===== src/rtl/reg_port_arbiter_if.sv =====
// Bundle for the two requester ports and the shared register-file port.
// The arbiter takes the slave view; requesters and the register file take the master view.
interface reg_port_arbiter_if #(
    parameter int AW = 7,
    parameter int DW = 8
);
    // Requester port 0 (SPI command path)
    logic          req0;
    logic          we0;
    logic [AW-1:0] addr0;
    logic [DW-1:0] wd0;
    logic          ack0;
    logic [DW-1:0] rd0;
    // Requester port 1 (internal/MCU master)
    logic          req1;
    logic          we1;
    logic [AW-1:0] addr1;
    logic [DW-1:0] wd1;
    logic          ack1;
    logic [DW-1:0] rd1;
    // Register-file access port
    logic [AW-1:0] rf_addr;
    logic          rf_wen;
    logic          rf_ren;
    logic [DW-1:0] rf_wd;
    logic [DW-1:0] rf_rd;
    // Status
    logic          gnt;
    logic          busy;

    modport slave (
        input  req0, we0, addr0, wd0, req1, we1, addr1, wd1, rf_rd,
        output ack0, rd0, ack1, rd1, rf_addr, rf_wen, rf_ren, rf_wd, gnt, busy
    );

    modport master (
        output req0, we0, addr0, wd0, req1, we1, addr1, wd1, rf_rd,
        input  ack0, rd0, ack1, rd1, rf_addr, rf_wen, rf_ren, rf_wd, gnt, busy
    );
endinterface


===== src/rtl/reg_port_arbiter.sv =====
// Two-port arbiter for the single register-file access port.
// Handshake: a requester raises reqN with weN/addrN/wdN stable and holds it until
// it samples ackN high on a rising edge; ackN is a one-cycle pulse, rdN is valid
// with it and held until that port's next read. Each access walks
// IDLE -> STROBE -> WAIT -> ACK, so one access completes every four cycles.
// Every output is registered; no input reaches an output combinationally.
module reg_port_arbiter #(
    parameter int AW   = 7,
    parameter int DW   = 8,
    parameter int PRIO = 0
) (
    input  logic                clk,
    input  logic                rstn,
    reg_port_arbiter_if.slave   bus,
    output logic [1:0]          fsm_state
);

    typedef enum logic [1:0] {
        S_IDLE   = 2'd0,
        S_STROBE = 2'd1,
        S_WAIT   = 2'd2,
        S_ACK    = 2'd3
    } state_t;

    state_t        state_q, state_d;
    logic          last_q, last_d;      // port served last; 1 after reset so port 0 wins first tie
    logic          we_q, we_d;          // latched direction of the access in flight
    logic [AW-1:0] rf_addr_q, rf_addr_d;
    logic [DW-1:0] rf_wd_q, rf_wd_d;
    logic          rf_wen_q, rf_wen_d;
    logic          rf_ren_q, rf_ren_d;
    logic          ack0_q, ack0_d;
    logic          ack1_q, ack1_d;
    logic [DW-1:0] rd0_q, rd0_d;
    logic [DW-1:0] rd1_q, rd1_d;
    logic          gnt_q, gnt_d;
    logic          busy_q, busy_d;

    logic          any_req;
    logic          win;
    logic          win_we;
    logic [AW-1:0] win_addr;
    logic [DW-1:0] win_wd;

    // Pick the winner among the current requests and mux its command fields
    always_comb begin
        any_req = bus.req0 | bus.req1;
        if (bus.req0 && bus.req1) begin
            win = (PRIO != 0) ? 1'b0 : ~last_q;
        end else begin
            win = ~bus.req0;
        end
        win_we   = win ? bus.we1   : bus.we0;
        win_addr = win ? bus.addr1 : bus.addr0;
        win_wd   = win ? bus.wd1   : bus.wd0;
    end

    // State and output registers; reset aborts any access without ack or strobe
    always_ff @(posedge clk or negedge rstn) begin
        if (!rstn) begin
            state_q   <= S_IDLE;
            last_q    <= 1'b1;
            we_q      <= 1'b0;
            rf_addr_q <= '0;
            rf_wd_q   <= '0;
            rf_wen_q  <= 1'b0;
            rf_ren_q  <= 1'b0;
            ack0_q    <= 1'b0;
            ack1_q    <= 1'b0;
            rd0_q     <= '0;
            rd1_q     <= '0;
            gnt_q     <= 1'b0;
            busy_q    <= 1'b0;
        end else begin
            state_q   <= state_d;
            last_q    <= last_d;
            we_q      <= we_d;
            rf_addr_q <= rf_addr_d;
            rf_wd_q   <= rf_wd_d;
            rf_wen_q  <= rf_wen_d;
            rf_ren_q  <= rf_ren_d;
            ack0_q    <= ack0_d;
            ack1_q    <= ack1_d;
            rd0_q     <= rd0_d;
            rd1_q     <= rd1_d;
            gnt_q     <= gnt_d;
            busy_q    <= busy_d;
        end
    end

    // Next state: leave IDLE on any request, then step through the fixed sequence
    always_comb begin
        state_d = state_q;
        case (state_q)
            S_IDLE:   if (any_req) state_d = S_STROBE;
            S_STROBE: state_d = S_WAIT;
            S_WAIT:   state_d = S_ACK;
            S_ACK:    state_d = S_IDLE;
            default:  state_d = S_IDLE;
        endcase
    end

    // Next output values; computed one cycle ahead so every output leaves a flop
    always_comb begin
        last_d    = last_q;
        we_d      = we_q;
        rf_addr_d = rf_addr_q;
        rf_wd_d   = rf_wd_q;
        rf_wen_d  = 1'b0;
        rf_ren_d  = 1'b0;
        ack0_d    = 1'b0;
        ack1_d    = 1'b0;
        rd0_d     = rd0_q;
        rd1_d     = rd1_q;
        gnt_d     = gnt_q;
        busy_d    = (state_d != S_IDLE);
        case (state_q)
            S_IDLE: begin
                if (any_req) begin
                    gnt_d     = win;
                    last_d    = win;
                    we_d      = win_we;
                    rf_addr_d = win_addr;
                    rf_wd_d   = win_wd;
                    rf_wen_d  = win_we;
                    rf_ren_d  = ~win_we;
                end
            end
            S_WAIT: begin
                // rf_rd is valid this cycle (one after the read strobe)
                if (!we_q) begin
                    if (gnt_q) rd1_d = bus.rf_rd;
                    else       rd0_d = bus.rf_rd;
                end
                if (gnt_q) ack1_d = 1'b1;
                else       ack0_d = 1'b1;
            end
            default: ;
        endcase
    end

    assign bus.rf_addr = rf_addr_q;
    assign bus.rf_wd   = rf_wd_q;
    assign bus.rf_wen  = rf_wen_q;
    assign bus.rf_ren  = rf_ren_q;
    assign bus.ack0    = ack0_q;
    assign bus.ack1    = ack1_q;
    assign bus.rd0     = rd0_q;
    assign bus.rd1     = rd1_q;
    assign bus.gnt     = gnt_q;
    assign bus.busy    = busy_q;
    assign fsm_state   = state_q;

endmodule

===== src/flat_wrapper.sv =====
// flat-port wrapper written by rule: the top's interface ports become plain ports
module reg_port_arbiter_flat 
#(
    parameter int AW   = 7,
    parameter int DW   = 8,
    parameter int PRIO = 0
)
  (clk, rstn, fsm_state, bus_req0, bus_we0, bus_addr0, bus_wd0, bus_req1, bus_we1, bus_addr1, bus_wd1, bus_rf_rd, bus_ack0, bus_rd0, bus_ack1, bus_rd1, bus_rf_addr, bus_rf_wen, bus_rf_ren, bus_rf_wd, bus_gnt, bus_busy);
  reg_port_arbiter_if #(.AW(AW), .DW(DW)) bus_i ();
  input  logic clk;
  input  logic rstn;
  output logic [1:0] fsm_state;
  input wire logic [$bits(bus_i.req0)-1:0] bus_req0;
  input wire logic [$bits(bus_i.we0)-1:0] bus_we0;
  input wire logic [$bits(bus_i.addr0)-1:0] bus_addr0;
  input wire logic [$bits(bus_i.wd0)-1:0] bus_wd0;
  input wire logic [$bits(bus_i.req1)-1:0] bus_req1;
  input wire logic [$bits(bus_i.we1)-1:0] bus_we1;
  input wire logic [$bits(bus_i.addr1)-1:0] bus_addr1;
  input wire logic [$bits(bus_i.wd1)-1:0] bus_wd1;
  input wire logic [$bits(bus_i.rf_rd)-1:0] bus_rf_rd;
  output wire logic [$bits(bus_i.ack0)-1:0] bus_ack0;
  output wire logic [$bits(bus_i.rd0)-1:0] bus_rd0;
  output wire logic [$bits(bus_i.ack1)-1:0] bus_ack1;
  output wire logic [$bits(bus_i.rd1)-1:0] bus_rd1;
  output wire logic [$bits(bus_i.rf_addr)-1:0] bus_rf_addr;
  output wire logic [$bits(bus_i.rf_wen)-1:0] bus_rf_wen;
  output wire logic [$bits(bus_i.rf_ren)-1:0] bus_rf_ren;
  output wire logic [$bits(bus_i.rf_wd)-1:0] bus_rf_wd;
  output wire logic [$bits(bus_i.gnt)-1:0] bus_gnt;
  output wire logic [$bits(bus_i.busy)-1:0] bus_busy;
  assign bus_i.req0 = bus_req0;
  assign bus_i.we0 = bus_we0;
  assign bus_i.addr0 = bus_addr0;
  assign bus_i.wd0 = bus_wd0;
  assign bus_i.req1 = bus_req1;
  assign bus_i.we1 = bus_we1;
  assign bus_i.addr1 = bus_addr1;
  assign bus_i.wd1 = bus_wd1;
  assign bus_i.rf_rd = bus_rf_rd;
  assign bus_ack0 = bus_i.ack0;
  assign bus_rd0 = bus_i.rd0;
  assign bus_ack1 = bus_i.ack1;
  assign bus_rd1 = bus_i.rd1;
  assign bus_rf_addr = bus_i.rf_addr;
  assign bus_rf_wen = bus_i.rf_wen;
  assign bus_rf_ren = bus_i.rf_ren;
  assign bus_rf_wd = bus_i.rf_wd;
  assign bus_gnt = bus_i.gnt;
  assign bus_busy = bus_i.busy;
  reg_port_arbiter #(.AW(AW), .DW(DW), .PRIO(PRIO)) u_core (.clk(clk), .rstn(rstn), .bus(bus_i), .fsm_state(fsm_state));
endmodule

===== config.mk =====
export PLATFORM = sky130hd
export DESIGN_NAME = reg_port_arbiter_flat
export DESIGN_NICKNAME = d
export VERILOG_FILES = /design/src/rtl/reg_port_arbiter_if.sv /design/src/rtl/reg_port_arbiter.sv /design/src/flat_wrapper.sv
export SDC_FILE = /design/constraint.sdc
export NUM_CORES = 1
export LEC_CHECK = 0
export CAP_MARGIN = 5
export CORE_UTILIZATION = 37
export DETAILED_ROUTE_END_ITERATION = 16
export PLACE_DENSITY = 0.73
export REMOVE_ABC_BUFFERS = 1
export SETUP_SLACK_MARGIN = 0.2
export SLEW_MARGIN = 15
export SYNTH_ARGS = -nofsm -noshare
export SYNTH_HDL_FRONTEND = slang
export SYNTH_SLANG_ARGS = --single-unit

===== constraint.sdc =====
create_clock -name clk -period 1.55 [get_ports clk]
set_input_delay 0.31 -clock clk [delete_from_list [all_inputs] [get_ports clk]]
set_output_delay 0.31 -clock clk [all_outputs]
set_load 0.05 [all_outputs]

# Yosys cells after proc, flatten, opt, wreduce, memory -nomap -nowiden
# Cells that the tools add are included.
# word_totals
regBits	41
inputBits	44
elab_cells	42
# classes
eq_ne	3
mux	14
n_bitwise	6
reduce_logical	6
# op_table
operator	count
$mux 1	10
$mux 8	1
$pmux 2 s4	1
$mux 7	1
$reduce_and 3->1	2
$not 1->1	5
$eq 2x2->1 const B	2
$eq 2x1->1 const B	1
$logic_not 2->1	1
$mux 2	1
$reduce_and 2->1	1
$reduce_bool 2->1	1
$logic_and 1x1->1	1
$or 1x1->1	1

# Depth between registers and ports, before layout
# logic_depth
word_depth	6
mapped_depth	6
ltp_nobuf	5

# Least setup slack after synthesis
# Ideal clock, no wire load.
# synth_path
kind	flip-flop to flip-flop
start	register u_core.state_q[0], in the netlist u_core.fsm_state[0]
end	register u_core.rd0_q[0], in the netlist u_core.bus.rd0[0]
setup_ps	125
arrival_ps	1711
setup_slack_ps	-286
path_stages_with_launch	7
path_buffers	1
period_less_slack_ps	1836
path_cell_list	dfrtp_1 -> inv_1 -> ha_1 -> nor2b_2 -> nor2b_4 -> buf_6 -> mux2_4
# synth_between
elab_chain_len	2
# synth_lines
item	line_no	source
start, declared	reg_port_arbiter.sv:25	state_t state_q, state_d;
start signal, assigned	reg_port_arbiter.sv:75	state_q <= state_d;
$eq 2x2->1	reg_port_arbiter.sv:117	case (state_q)
$reduce_and 3->1 (no line)	n/a	
end signal, assigned	reg_port_arbiter.sv:84	rd0_q <= rd0_d;
end, declared	reg_port_arbiter.sv:34	logic [DW-1:0] rd0_q, rd0_d;
# No other way between the ends.
# A chain may end at the register's enable or synchronous reset.

# Worst setup path in the final report
# Ends and elaborated chain as after synthesis.

==> out/results.tsv <==
metric	value	unit
# IOs	83	
top-count cell post-synth	dfrtp_1	
final slew viol count	0	
CTS root buf	clkbuf_8	
Port Buffers	82	
post-route setup slack	0.0759	ns
min Tclk post-route	1.47	ns
CP required	1.72	ns
routed vias/inst	5.00	
CTS tree	built	
Remaining DRCs	0	
diode count	0	
Clock Skews	0.00614	ns
Setup TNS	0	ns
Util after Layout	73.5	%
Peak VDD IR	1.24	mV
Fmax	678	MHz
Wirelength per Cell	16.3	um
global-route wire length before repair	7.83	mm
Rel. slew slack	73.8	%
YS warnings	0	
final hold slack	0.472	ns
routed vias	1645	
Die ar.	5320	um2
post-synth top area share	53.7	%
share of layout cells above drive strength 1	41.6	%
post-DP HPWL	3.68	mm
CP Launch Type	flip-flop	
antenna-violating nets left	0	
largest net degree at the start of global routing	17	
mean post-synth cell area	11.9	um2
clk slew on worst S/H paths	0.08	ns
slowest cell on the critical path	dfrtp_1	
vias in the first global route	1602	
maxcap violations	0	
Cell Chain, Critical Path	inv_2, ha_4, nor2b_4, nor2b_4, buf_12, mux2_4	
Clock Path Buffers	2	
Placed Instances	311	
crit path kind	flip-flop to flip-flop	
fin area	3520	um2
clock latency on the worst-skew pair	0.29	ns
Area contributors post-synth	dfrtp_1, mux2_4, a31oi_1	
width of the die	73.0	um
Hold Path Class	primary input to async pin	
DRC violation total after the first TritonRoute iteration	49	
number of synthesized flops with an enable pin	0	
Place WS	-0.148	ns
GPL Wtd Cong	0.762	
final setup fails	0	
Seq cells post-synth	41	
Synth Cell Area	1860	um2
crit path DAT	1.64	ns
Design Power	8.73	mW
Largest stage delay, worst path	0.39	ns
pwr dens	2480	nW/um2
die height	73.0	um
Cell Rows	25	
Commonest cells post-synth	dfrtp_1, nor2_1, a31oi_1, a21oi_1, mux2_4	
RSZ-0062 raised after global routing	true	
H-tree Lvls	2	
status	completed	
P_leak	1.52	nW
post-synthesis sequential area ratio	55.1	%
Final period util	95.1	%
synthesized instance count	156	
Area growth, synth to finish	88.9	%
Synth area leader	dfrtp_1	
CTS sink cnt	41	
area of the core	4790	um2
worst-margin pin slew	0.394	ns
iteration count of the initial detailed-routing pass	4	
final-report hold violation count	0	
Starting Density	38.9	%
initial antenna violation count	0	
Nets	309	
critical path capture point type	flip-flop	
Primary FF master, synth	dfrtp_1	
Synth cell types	27	
placed cell area	3180	um2
Congestion Overflow GR	0	
wirelength, routed	5.37	mm
fin cells	329	
Overall Global Routing Usage	19.6	%
cts bufs inserted	5	
most used cell along the critical path	nor2b_4	
worst-path maximum fanout	8	
Async S/R FF share, synth	100	%
-- power breakdown --
part	internal, mW	switching (mW)	total, mW
registers	1.62	0.566	2.18
clock network	0.353	0.346	0.699
logic	2.96	2.89	5.85
-- state kept, by name, summed over array words and instances (netlist names) --
register	flops
u_core.bus.rf_wd	8
u_core.bus.ack0	1
u_core.bus.rd0	8
u_core.fsm_state	2
u_core.bus.rf_ren	1
u_core.bus.gnt	1
u_core.bus.rf_addr	7
u_core.bus.rd1	8
u_core.we_q	1
u_core.bus.ack1	1
u_core.last_q	1
u_core.bus.busy	1
u_core.bus.rf_wen	1
-- area by class of cell --
| type | count | area (um2) |
|---|---|---|
| fill | 314 | 1270 |
| multi-input combinational | 101 | 856 |
| inverter | 3 | 15.0 |
| sequential | 41 | 1030 |
| tap | 67 | 83.8 |
| clock buffer | 7 | 86.3 |
| timing repair buffer | 109 | 1450 |
| timing repair inverter | 1 | 5.00 |
-- logic make-up after synthesis --
kind of cell	count (synthesis)	share of synthesized area, %
buffers and inverters	14	5.84
flip-flops	41	55.1
AND/OR/NAND/NOR	29	7.93
AO/OA/AOI/OAI	53	16.2
multiplexers	16	12.9
adder cells (fa/ha/maj)	3	2.01
-- cells in the final DEF (no fill, tap or decap), types with 2 or more instances in the layout --
cell	netlist	layout
clkdlybuf4s50_1	0	40
buf_12	0	39
dfrtp_1	40	39
buf_4	3	21
nor2_1	19	19
a21oi_1	17	17
mux2_4	16	16
a31oi_1	18	11
o21ai_1	11	10
clkbuf_8	0	6
a31oi_4	0	5
o21ai_0	5	5
buf_6	4	4
nor2b_4	1	2
a31oi_2	0	2
ha_4	0	2
-- repair_timing --
item / CTS / global route
setup buffers: 2 / 5
hold endpoints to repair: 12 / 0
hold buffers: 1 / 0
gates cloned: 1 / 2
setup endpoints to repair: 36 / 34
resized for setup: 10 / 16
pin swaps: 1 / 1
-- final timing paths --
path	to	slack, ns	startpoint	cells after the start
max in group asynchronous	u_core.fsm_state[1]	0.54	rstn	3
setup reg to reg	u_core.bus.rd0[0]	0.08	u_core.fsm_state[0]	6
hold reg to reg	u_core.last_q	0.51	u_core.last_q	2
hold / removal	u_core.bus.rf_addr[3]	0.47	rstn	2
setup / recovery	u_core.bus.rd0[0]	0.08	u_core.fsm_state[0]	6
min in group clk	u_core.last_q	0.51	u_core.last_q	2
-- critical path, delay by kind of cell (launching register included) --
kind	cells	cell delay [ns]
simple gates	2	0.30
fa+ha+maj	1	0.13
flops	1	0.39
buf+inv	2	0.22
mux	1	0.30
-- metal layers --
layer,vias to the layer above,global-route usage [%],share of wire [%]
li1,764,-,-
met1,792,23.9,41
met2,80,32.7,50
met3,9,6.91,7.0
met4,0,5.88,1.4
met5,-,0,0
No activity file was read; power rests on OpenSTA's default activity.
